File: config.mk
export PLATFORM = sky130hd
export DESIGN_NAME = pcm_acr_gen_flat
export DESIGN_NICKNAME = d
export VERILOG_FILES = /design/src/rtl/pcm_acr_if.sv /design/src/rtl/pcm_acr_gen.sv /design/src/flat_wrapper.sv
export SDC_FILE = /design/constraint.sdc
export NUM_CORES = 1
export LEC_CHECK = 0
export BUFFER_PORTS_ARGS = -buffer_cell sky130_fd_sc_hd__buf_2
export CAP_MARGIN = 20
export CELL_PAD_IN_SITES_DETAIL_PLACEMENT = 0
export CELL_PAD_IN_SITES_GLOBAL_PLACEMENT = 1
export CORE_UTILIZATION = 30
export CTS_BUF_LIST = sky130_fd_sc_hd__clkbuf_4
export DETAILED_ROUTE_END_ITERATION = 12
export GPL_ROUTABILITY_DRIVEN = 0
export PLACE_DENSITY_LB_ADDON = 0.1
export SETUP_SLACK_MARGIN = 0.5
export SLEW_MARGIN = 20
export SYNTH_ARGS = -nofsm -noshare
export SYNTH_HDL_FRONTEND = slang
export SYNTH_SLANG_ARGS = --single-unit
export TNS_END_PERCENT = 50
File: constraint.sdc
create_clock -name clk -period 2 [get_ports clk]
set_input_delay 0.1 -clock clk [delete_from_list [all_inputs] [get_ports clk]]
set_output_delay 0.1 -clock clk [all_outputs]
set_load 0.01 [all_outputs]
File: src/rtl/pcm_acr_if.sv
// pcm_acr_if: sample/tick strobes in, ACR request and N/CTS pair out.
interface pcm_acr_if;
    logic        pcm_clken;
    logic [1:0]  rate_sel;
    logic        tmds_tick;
    logic        acr;
    logic [19:0] pcm_n;
    logic [19:0] pcm_cts;
    logic        cts_valid;
    modport master (output pcm_clken, rate_sel, tmds_tick, input acr, pcm_n, pcm_cts, cts_valid);
    modport slave  (input pcm_clken, rate_sel, tmds_tick, output acr, pcm_n, pcm_cts, cts_valid);
endinterface

File: src/rtl/pcm_acr_gen.sv
// pcm_acr_gen: HDMI audio clock regeneration, one ACR request every N/128 samples.
module pcm_acr_gen #(
    parameter logic [19:0] N_32K       = 20'd4096,
    parameter logic [19:0] N_44K       = 20'd6272,
    parameter logic [19:0] N_48K       = 20'd6144,
    parameter logic [19:0] CTS_32K     = 20'd27000,
    parameter logic [19:0] CTS_44K     = 20'd30000,
    parameter logic [19:0] CTS_48K     = 20'd27000,
    parameter bit          MEASURE_CTS = 1'b0,
    parameter logic [19:0] CTS_SAT     = 20'hFFFFF
) (
    input logic        clk,
    input logic        reset,
    pcm_acr_if.slave   bus
);
    logic [1:0]  rate_q, rate_p;
    logic [5:0]  cnt, last;
    logic [19:0] tick, tick_inc, n_sel, cts_sel;
    logic        chg, bnd;
    always_comb begin
        chg      = rate_q != rate_p;
        last     = rate_q == 2'd0 ? 6'd31 : rate_q == 2'd1 ? 6'd48 : 6'd47;
        bnd      = bus.pcm_clken && !chg && cnt == last;
        tick_inc = tick == CTS_SAT ? tick : tick + {19'd0, bus.tmds_tick};
        n_sel    = rate_q == 2'd0 ? N_32K : rate_q == 2'd1 ? N_44K : N_48K;
        // in measured mode the closing cycle's own tick belongs to the period it closes
        cts_sel  = MEASURE_CTS ? tick_inc : rate_q == 2'd0 ? CTS_32K : rate_q == 2'd1 ? CTS_44K : CTS_48K;
    end
    always_ff @(posedge clk or posedge reset) begin
        if (reset) begin
            rate_q        <= 2'd2;
            rate_p        <= 2'd2;
            cnt           <= '0;
            tick          <= '0;
            bus.acr       <= 1'b0;
            bus.cts_valid <= 1'b0;
            bus.pcm_n     <= N_48K;
            bus.pcm_cts   <= MEASURE_CTS ? 20'd0 : CTS_48K;
        end else begin
            rate_q        <= bus.rate_sel;
            rate_p        <= rate_q;
            cnt           <= chg || bnd ? 6'd0 : cnt + {5'd0, bus.pcm_clken};
            tick          <= chg || bnd ? 20'd0 : tick_inc;
            bus.acr       <= bnd;
            bus.cts_valid <= !chg && (bus.cts_valid || bnd);
            if (bnd) begin
                bus.pcm_n   <= n_sel;
                bus.pcm_cts <= cts_sel;
            end
        end
    end
endmodule

File: src/flat_wrapper.sv
// flat-port wrapper written by rule: the top's interface ports become plain ports
module pcm_acr_gen_flat 
#(
    parameter logic [19:0] N_32K       = 20'd4096,
    parameter logic [19:0] N_44K       = 20'd6272,
    parameter logic [19:0] N_48K       = 20'd6144,
    parameter logic [19:0] CTS_32K     = 20'd27000,
    parameter logic [19:0] CTS_44K     = 20'd30000,
    parameter logic [19:0] CTS_48K     = 20'd27000,
    parameter bit          MEASURE_CTS = 1'b0,
    parameter logic [19:0] CTS_SAT     = 20'hFFFFF
)
  (clk, reset, bus_pcm_clken, bus_rate_sel, bus_tmds_tick, bus_acr, bus_pcm_n, bus_pcm_cts, bus_cts_valid);
  pcm_acr_if bus_i ();
  input logic clk;
  input logic reset;
  input wire logic [$bits(bus_i.pcm_clken)-1:0] bus_pcm_clken;
  input wire logic [$bits(bus_i.rate_sel)-1:0] bus_rate_sel;
  input wire logic [$bits(bus_i.tmds_tick)-1:0] bus_tmds_tick;
  output wire logic [$bits(bus_i.acr)-1:0] bus_acr;
  output wire logic [$bits(bus_i.pcm_n)-1:0] bus_pcm_n;
  output wire logic [$bits(bus_i.pcm_cts)-1:0] bus_pcm_cts;
  output wire logic [$bits(bus_i.cts_valid)-1:0] bus_cts_valid;
  assign bus_i.pcm_clken = bus_pcm_clken;
  assign bus_i.rate_sel = bus_rate_sel;
  assign bus_i.tmds_tick = bus_tmds_tick;
  assign bus_acr = bus_i.acr;
  assign bus_pcm_n = bus_i.pcm_n;
  assign bus_pcm_cts = bus_i.pcm_cts;
  assign bus_cts_valid = bus_i.cts_valid;
  pcm_acr_gen #(.N_32K(N_32K), .N_44K(N_44K), .N_48K(N_48K), .CTS_32K(CTS_32K), .CTS_44K(CTS_44K), .CTS_48K(CTS_48K), .MEASURE_CTS(MEASURE_CTS), .CTS_SAT(CTS_SAT)) u_core (.clk(clk), .reset(reset), .bus(bus_i));
endmodule
# Word-level counts from Yosys, hierarchy flattened
# Cells that the tools add are included.
# classes
add_sub_neg	1
eq_ne	3
n_reduce_logical	7
n_mux	7
# op_table
operator	n
$mux W20	2
$mux W13	1
$mux W6	2
$mux W8	1
$add A6 B1 Y6	1
$eq A6 B6 Y1	1
$mux W5	1
$logic_and A1 B1 Y1	3
$eq A2 B1 Y1 const B	1
$logic_not A2 Y1	1
$logic_or A1 B1 Y1	2
$ne A2 B2 Y1	1
$logic_not A1 Y1	1
# totals
regBits	52
output_inout_bits	42
wordCells	25
in_bits	6

# Depth between registers and ports, before layout
# Gate-level depths: netlist (run 1).
# logic_depth
depth_word	7
ltp_mapped	5
ltp_nobuf	5

# Worst setup path before layout (run 1)
# Ideal clock, no wire load.
# synth_timing
path_type	reg-to-reg
from	register u_core.cnt[2]
to	register u_core.cnt[2]
t_arrival_ns	1.676
period_less_slack_ns	1.815
t_required_ns	1.860
stages_incl_launch_ff	5
path_slack_ns	0.185
n_path_buf	0
path_cell_list	dfrtp_1 > or4_1 > or3_4 > a211oi_4 > nor4_1
# synth_via
elab_chain_cells	4
# synth_rtl
element	line_no	source
start: declaration	pcm_acr_gen.sv:17	logic [5:0] cnt, last;
start signal: assignment	pcm_acr_gen.sv:42	cnt <= chg || bnd ? 6'd0 : cnt + {5'd0, bus.pcm_clken};
$eq A6 B6 Y1	pcm_acr_gen.sv:23	bnd = bus.pcm_clken && !chg && cnt == last;
$logic_and A1 B1 Y1	pcm_acr_gen.sv:23	
named net u_core.bnd	pcm_acr_gen.sv:19	logic chg, bnd;
$logic_or A1 B1 Y1	pcm_acr_gen.sv:42	
$mux W6	pcm_acr_gen.sv:42	
# The timed path passes the listed nets, and every way through them passes these cells.
# A chain may end at the register's enable or synchronous reset.

# Worst setup path in the final report (run 1)
# Ends and elaborated chain as after synthesis.

==> metrics.yaml, run 1 <==
final_util_pct: 34.02
cts_root_buf: "clkbuf_4"
totalWireLength_um: 1452
clock-sinks: 15
slowest_stage: "or4_1"
p_leak_nw: 0.5334
coreArea_um2: 3053
ios: 48
clkLatencyLatePin_ns: 0.28
initialDrtViolationCount: 9
multi_input_area_um2: 410.4
hold_ws_ns: 0.2039
path_cells: "or4_1 -> or3_4 -> a211oi_4 -> buf_6 -> nor4_1"
ff2ff_setup_slack_ns: 0.14
synth_area_leaders: "buf_4, dfrtp_1, dfstp_2"
vias: 590
antenna_left: 0
maxCapViolCount: 0
yosysSeqAreaShare_pct: 39.33
synthesis.area_um2: 967.2
crit_path_start_kind: "flip-flop"
min_path_type: "primary input to flip-flop"
row_count: 20
yosys_warnings: 0
min_period_ns: 1.860
synth_top_cell_by_area: "buf_4"
worst_pin_slew_ns: 0.5686
required_ns: 2.15
wl_per_cell_um: 9.075
crit_path_end_kind: "flip-flop"
synth-seq-cells: 15
grt_use_total_pct: 9.458
cp_max_fo: 7
slew_headroom_pct: 62.05
drtPass1Iterations: 4
powerDensity_nw_per_um2: 570.6
cts_tree: "done"
htree_levels: 1
grt_pass1_vias: 521
status: "completed"
drc: 0
fin_worst_skew_ns: 0.004671
syn_to_final_growth_pct: 7.374
synthCells: 96
path_class: "flip-flop to flip-flop"
start_util_pct: 31.68
dp_hpwl_um: 1149
n_antenna_cell: 0
numCtsBuffers: 3
layout.cells.most_common_list: "conb_1, buf_2, dfrtp_1"
die_h_um: 58.78
fin_nets: 125
grt_pass1_wl_um: 2366
dieArea_um2: 3455
seq_area_um2: 380.4
crit_arrival_ns: 2.01
finalCritPeriodShare_pct: 93.02
ys_types: 30
hold_viol: 0
grt_max_degree: 16
maxSlewViolCount: 0
avgSynthCellArea_um2: 10.07
die_w_um: 58.78
num-fill-cells: 344
rsz0062_at_grt: "yes"
clockBufferDepth: 2
synth_top_area_share_pct: 28.72
final_common_cell: "conb_1"
overflow: 0
via_per_inst: 3.688
max_freq_mhz: 537.5
peakVddDrop_mv: 0.3498
port_buffers: 13
max_stage_delay_ns: 0.52
setup_viol: 0
fin_tns_setup_ns: 0
antenna_found_initial: 0
clk_transition_reported_paths_ns: 0.08
drive_above_1_share_pct: 29.31
[layer usage]
layer / track usage [%] / vias up / share of wire (%)
met5: 0 / - / 0
li1: - / 294 / -
met4: 3.061 / 0 / 0.69
met1: 10.70 / 269 / 43
met2: 16.07 / 25 / 50
met3: 3.956 / 2 / 6.3
[through the flow]
stage / area (um2) / power, mW / setup slack [ns] / cells
final: 1039 / 0.5926 / 0.1395 / 160
after global routing: 1039 / 0.6306 / 0.08750 / 160
after CTS: 1039 / 0.6071 / 0.1308 / 160
after detailed placement: 959.7 / 0.4075 / 0.1026 / 151
after global placement: 959.7 / 0.4074 / 0.1175 / 151
after floorplan: 1084 / 0.4347 / 0.1846 / 127
[Yosys cell counts]
cell type	n
nor2_1	3
and3b_1	1
o22a_1	1
xor2_1	6
nor3_1	1
buf_4	37
o22ai_1	1
clkbuf_1	1
nand4_1	1
a211oi_4	1
o2111ai_1	1
or3_4	1
or4_1	1
o22a_2	1
nor4_1	4
xnor2_1	1
a21o_2	1
dfrtp_1	11
ha_1	2
or3_1	1
dfstp_2	4
o31a_1	1
o21ai_0	1
and2_2	1
or2_2	1
nand2_1	3
conb_1	2
nand3_1	2
inv_1	3
nor3b_1	1
[kinds of logic (layout without fill, tap and decap cells)]
| group | after synthesis | count (layout) | synth area share [%] |
|---|---|---|---|
| adders and majority gates | 2 | 2 | 2.587 |
| and+or+nand+nor | 21 | 21 | 12.81 |
| xor gates and xnor gates | 7 | 7 | 6.339 |
| other | 2 | 33 | 0.7765 |
| DFF | 15 | 15 | 39.33 |
| AOI/OAI and AO/OA | 8 | 8 | 7.892 |
| buffers and inverters | 41 | 30 | 30.27 |
[worst max-delay path, delay by kind of cell (launching register included)]
| kind | cells | cell delay [ns] |
|---|---|---|
| simple gates | 3 | 0.94 |
| flops | 1 | 0.39 |
| buf+inv | 1 | 0.16 |
| compound gates | 1 | 0.24 |
[worst paths after layout]
kind / from / end / cells past startpoint
worst max-delay path: u_core.cnt[2] / u_core.cnt[2] / 5
worst min-delay path: bus_pcm_clken / u_core.cnt[0] / 4
worst max register to register: u_core.cnt[2] / u_core.cnt[2] / 5
worst min register to register: u_core.rate_q[1] / u_core.rate_p[1] / 0
max in group asynchronous: reset / u_core.rate_p[1] / 3
min in group asynchronous: reset / u_core.bus.acr / 3
[flip-flops by register name, indices dropped and copies added (netlist names)]
| name | flops |
|---|---|
| u_core.cnt | 6 |
| u_core.rate_p | 2 |
| u_core.bus.acr | 1 |
| u_core.bus.pcm_n | 2 |
| u_core.bus.pcm_cts | 1 |
| u_core.bus.cts_valid | 1 |
| u_core.rate_q | 2 |
[power by group]
group / switching [mW] / internal [mW]
registers: 0.00895 / 0.316
logic: 0.0574 / 0.0256
clock network: 0.0937 / 0.0909
total: 0.160 / 0.433
[layout make-up]
type | count | area share (%)
Timing Repair Buffer | 23 | 14.58
Inverter | 3 | 1.084
Clock buffer | 4 | 2.892
Sequential cell | 15 | 36.63
Multi-Input combinational cell | 71 | 39.52
Tap cell | 44 | 5.301
[what timing repair did]
action | in CTS | in global routing
setup endpoints to repair | 11 | 11
resized for setup | 1 | 1
hold endpoints to repair | 13 | 0
hold buffers | 3 | 0
pin swaps | 1 | 0
buffers inserted | 2 | 0
Power figures use the tool's default switching activity.
==> run 2: changes to the inputs <==
Settings changed: BUFFER_PORTS_ARGS -buffer_cell sky130_fd_sc_hd__buf_2 to -buffer_cell sky130_fd_sc_hd__buf_4, SETUP_SLACK_MARGIN 0.5 to 0.02.
==> metrics.yaml, run 2 (synthesized netlist as in run 1, its figures left out) <==
status: "completed"
clkLatencyLatePin_ns: 0.28  # about the same
numCtsBuffers: 3  # unchanged
clock-sinks: 15  # unchanged
slowest_stage: "or4_1"
final_common_cell: "conb_1"
grt_pass1_wl_um: 2318  # -2.0%
critPathTopFamily: "simple AND/OR/NAND/NOR gates"
startpoint: "u_core.cnt[2]"
placed_cells: 152  # +0.66%
crit_arrival_ns: 2.02  # about the same
p_leak_nw: 0.5365  # +0.60%
min_period_ns: 1.862  # +0.001859 ns
start_util_pct: 31.68  # unchanged
crit_path_start_kind: "flip-flop"
crit_buf_inv: 1  # unchanged
clk_transition_reported_paths_ns: 0.09  # about the same
regMostFlops: "u_core.cnt"
required_ns: 2.16  # about the same
grt_max_degree: 16  # unchanged
cts_resized: 0  # -1
coreArea_um2: 3053  # unchanged
grt_pass1_vias: 503  # -3.5%
post_cts_buffers: 0  # -2
initialDrtViolationCount: 11  # +2
drive_above_1_share_pct: 28.70  # -0.61 points
via_per_inst: 3.742  # +1.5%
powerDensity_nw_per_um2: 553.0  # -3.1%
layout.cells.most_common_list: "conb_1, buf_4, dfrtp_1"
multi_input_area_um2: 410.4  # unchanged
setup_viol: 0  # unchanged
port_buffers: 13  # unchanged
die_w_um: 58.78  # unchanged
path_class: "flip-flop to flip-flop"
max_stage_delay_ns: 0.51  # about the same
finalCritPeriodShare_pct: 93.12  # about the same
htree_levels: 1  # unchanged
max_freq_mhz: 537.0  # about the same
fin_worst_skew_ns: 0.003325  # -0.001346 ns
fin_tns_setup_ns: 0  # unchanged
antenna_left: 0  # unchanged
clockBufferDepth: 2  # unchanged
maxSlewViolCount: 0  # unchanged
seq_area_um2: 380.4  # unchanged
worst_pin_slew_ns: 0.5630  # -0.005618 ns
maxCapViolCount: 0  # unchanged
die_h_um: 58.78  # unchanged
row_count: 20  # unchanged
drtPass1Iterations: 4  # unchanged
dp_hpwl_um: 1143  # -0.50%
ios: 48  # unchanged
cts_tree: "done"
cp_max_fo: 8  # +1
overflow: 0  # unchanged
slew_headroom_pct: 62.42  # +0.38 points
vias: 595  # +0.85%
num-fill-cells: 337  # -2.0%
min_path_type: "primary input to flip-flop"
totalWireLength_um: 1449  # -0.21%
antenna_found_initial: 0  # unchanged
syn_to_final_growth_pct: 9.314
dieArea_um2: 3455  # unchanged
wl_per_cell_um: 9.113  # +0.42%
path_cells: "or4_1 -> or3_4 -> a211oi_4 -> buf_4 -> nor4_1"
rsz0062_at_grt: "no"
r2r-start: "u_core.cnt[2]"
fin_nets: 124  # -0.80%
hold_ws_ns: 0.1693  # -0.03466 ns
hold_viol: 0  # unchanged
grt_use_total_pct: 9.378  # -0.080 points
final_cells: 159  # -0.63%
crit_path_end_kind: "flip-flop"
drc: 0  # unchanged
n_antenna_cell: 0  # unchanged
hold_start: "bus_pcm_clken"
peakVddDrop_mv: 0.2803  # -20%
largest_register_ff_count: 6  # unchanged
cts_root_buf: "clkbuf_4"
[run 2: timing repair]
action,CTS,global route
hold buffers,3,0
hold endpoints to repair,13,0
endpoints found under the setup margin,0,0
[run 2: final cells by class]
cell class / count / area share [%]
timing repair buffer: 22 / 16.33
multi-input combinational: 71 / 38.82
inverter: 3 / 1.065
clock buffer: 3 / 2.130
tap: 44 / 5.207
sequential: 15 / 35.98
clock inverter: 1 / 0.4734
[run 2: layer usage]
metal / vias to the layer above / global-route usage [%] / wire length, um / share of wire [%]
met5: - / 0 / 0 / 0
met4: 0 / 3.061 / 13 / 0.90
met3: 2 / 3.956 / 87 / 6.0
met2: 23 / 15.10 / 678 / 47
met1: 279 / 11.29 / 669 / 46
li1: 291 / - / - / -
[run 2: through the flow]
| stage | instance area, um2 | util [%] | power, mW | setup slack (ns) |
|---|---|---|---|---|
| detailed placement | 999.7 | 32.75 | 0.4137 | 0.1317 |
| global route | 1057 | 34.63 | 0.6229 | 0.04988 |
| floorplan | 1084 | - | 0.4347 | 0.1846 |
| global placement | 999.7 | 32.75 | 0.4131 | 0.1239 |
| finish | 1057 | 34.63 | 0.5847 | 0.1376 |
| CTS | 1057 | 34.63 | 0.5973 | 0.1189 |
[run 2: worst min-delay path, stage by stage]
cell     delay, ns
buf_4         0.09
ha_1          0.12
nand2_1       0.04
nor2_1        0.07
[run 2: final timing paths]
check                                    to  slack, ns  depth (start not counted)
max in group asynchronous  u_core.rate_p[1]       1.19                          3
min reg2reg                u_core.rate_p[1]       0.43                          0
max                           u_core.cnt[3]       0.14                          5
min in group asynchronous    u_core.bus.acr       0.43                          3
min                           u_core.cnt[0]       0.17                          4
max reg2reg                   u_core.cnt[3]       0.14                          5
[run 2: report_power, final]
| part | internal, mW | switching, mW | leakage [nW] |
|---|---|---|---|
| logic | 0.0290 | 0.0574 | 0.334 |
| registers | 0.316 | 0.00918 | 0.185 |
| clock network | 0.0743 | 0.0988 | 0.0177 |
| total | 0.419 | 0.165 | 0.537 |
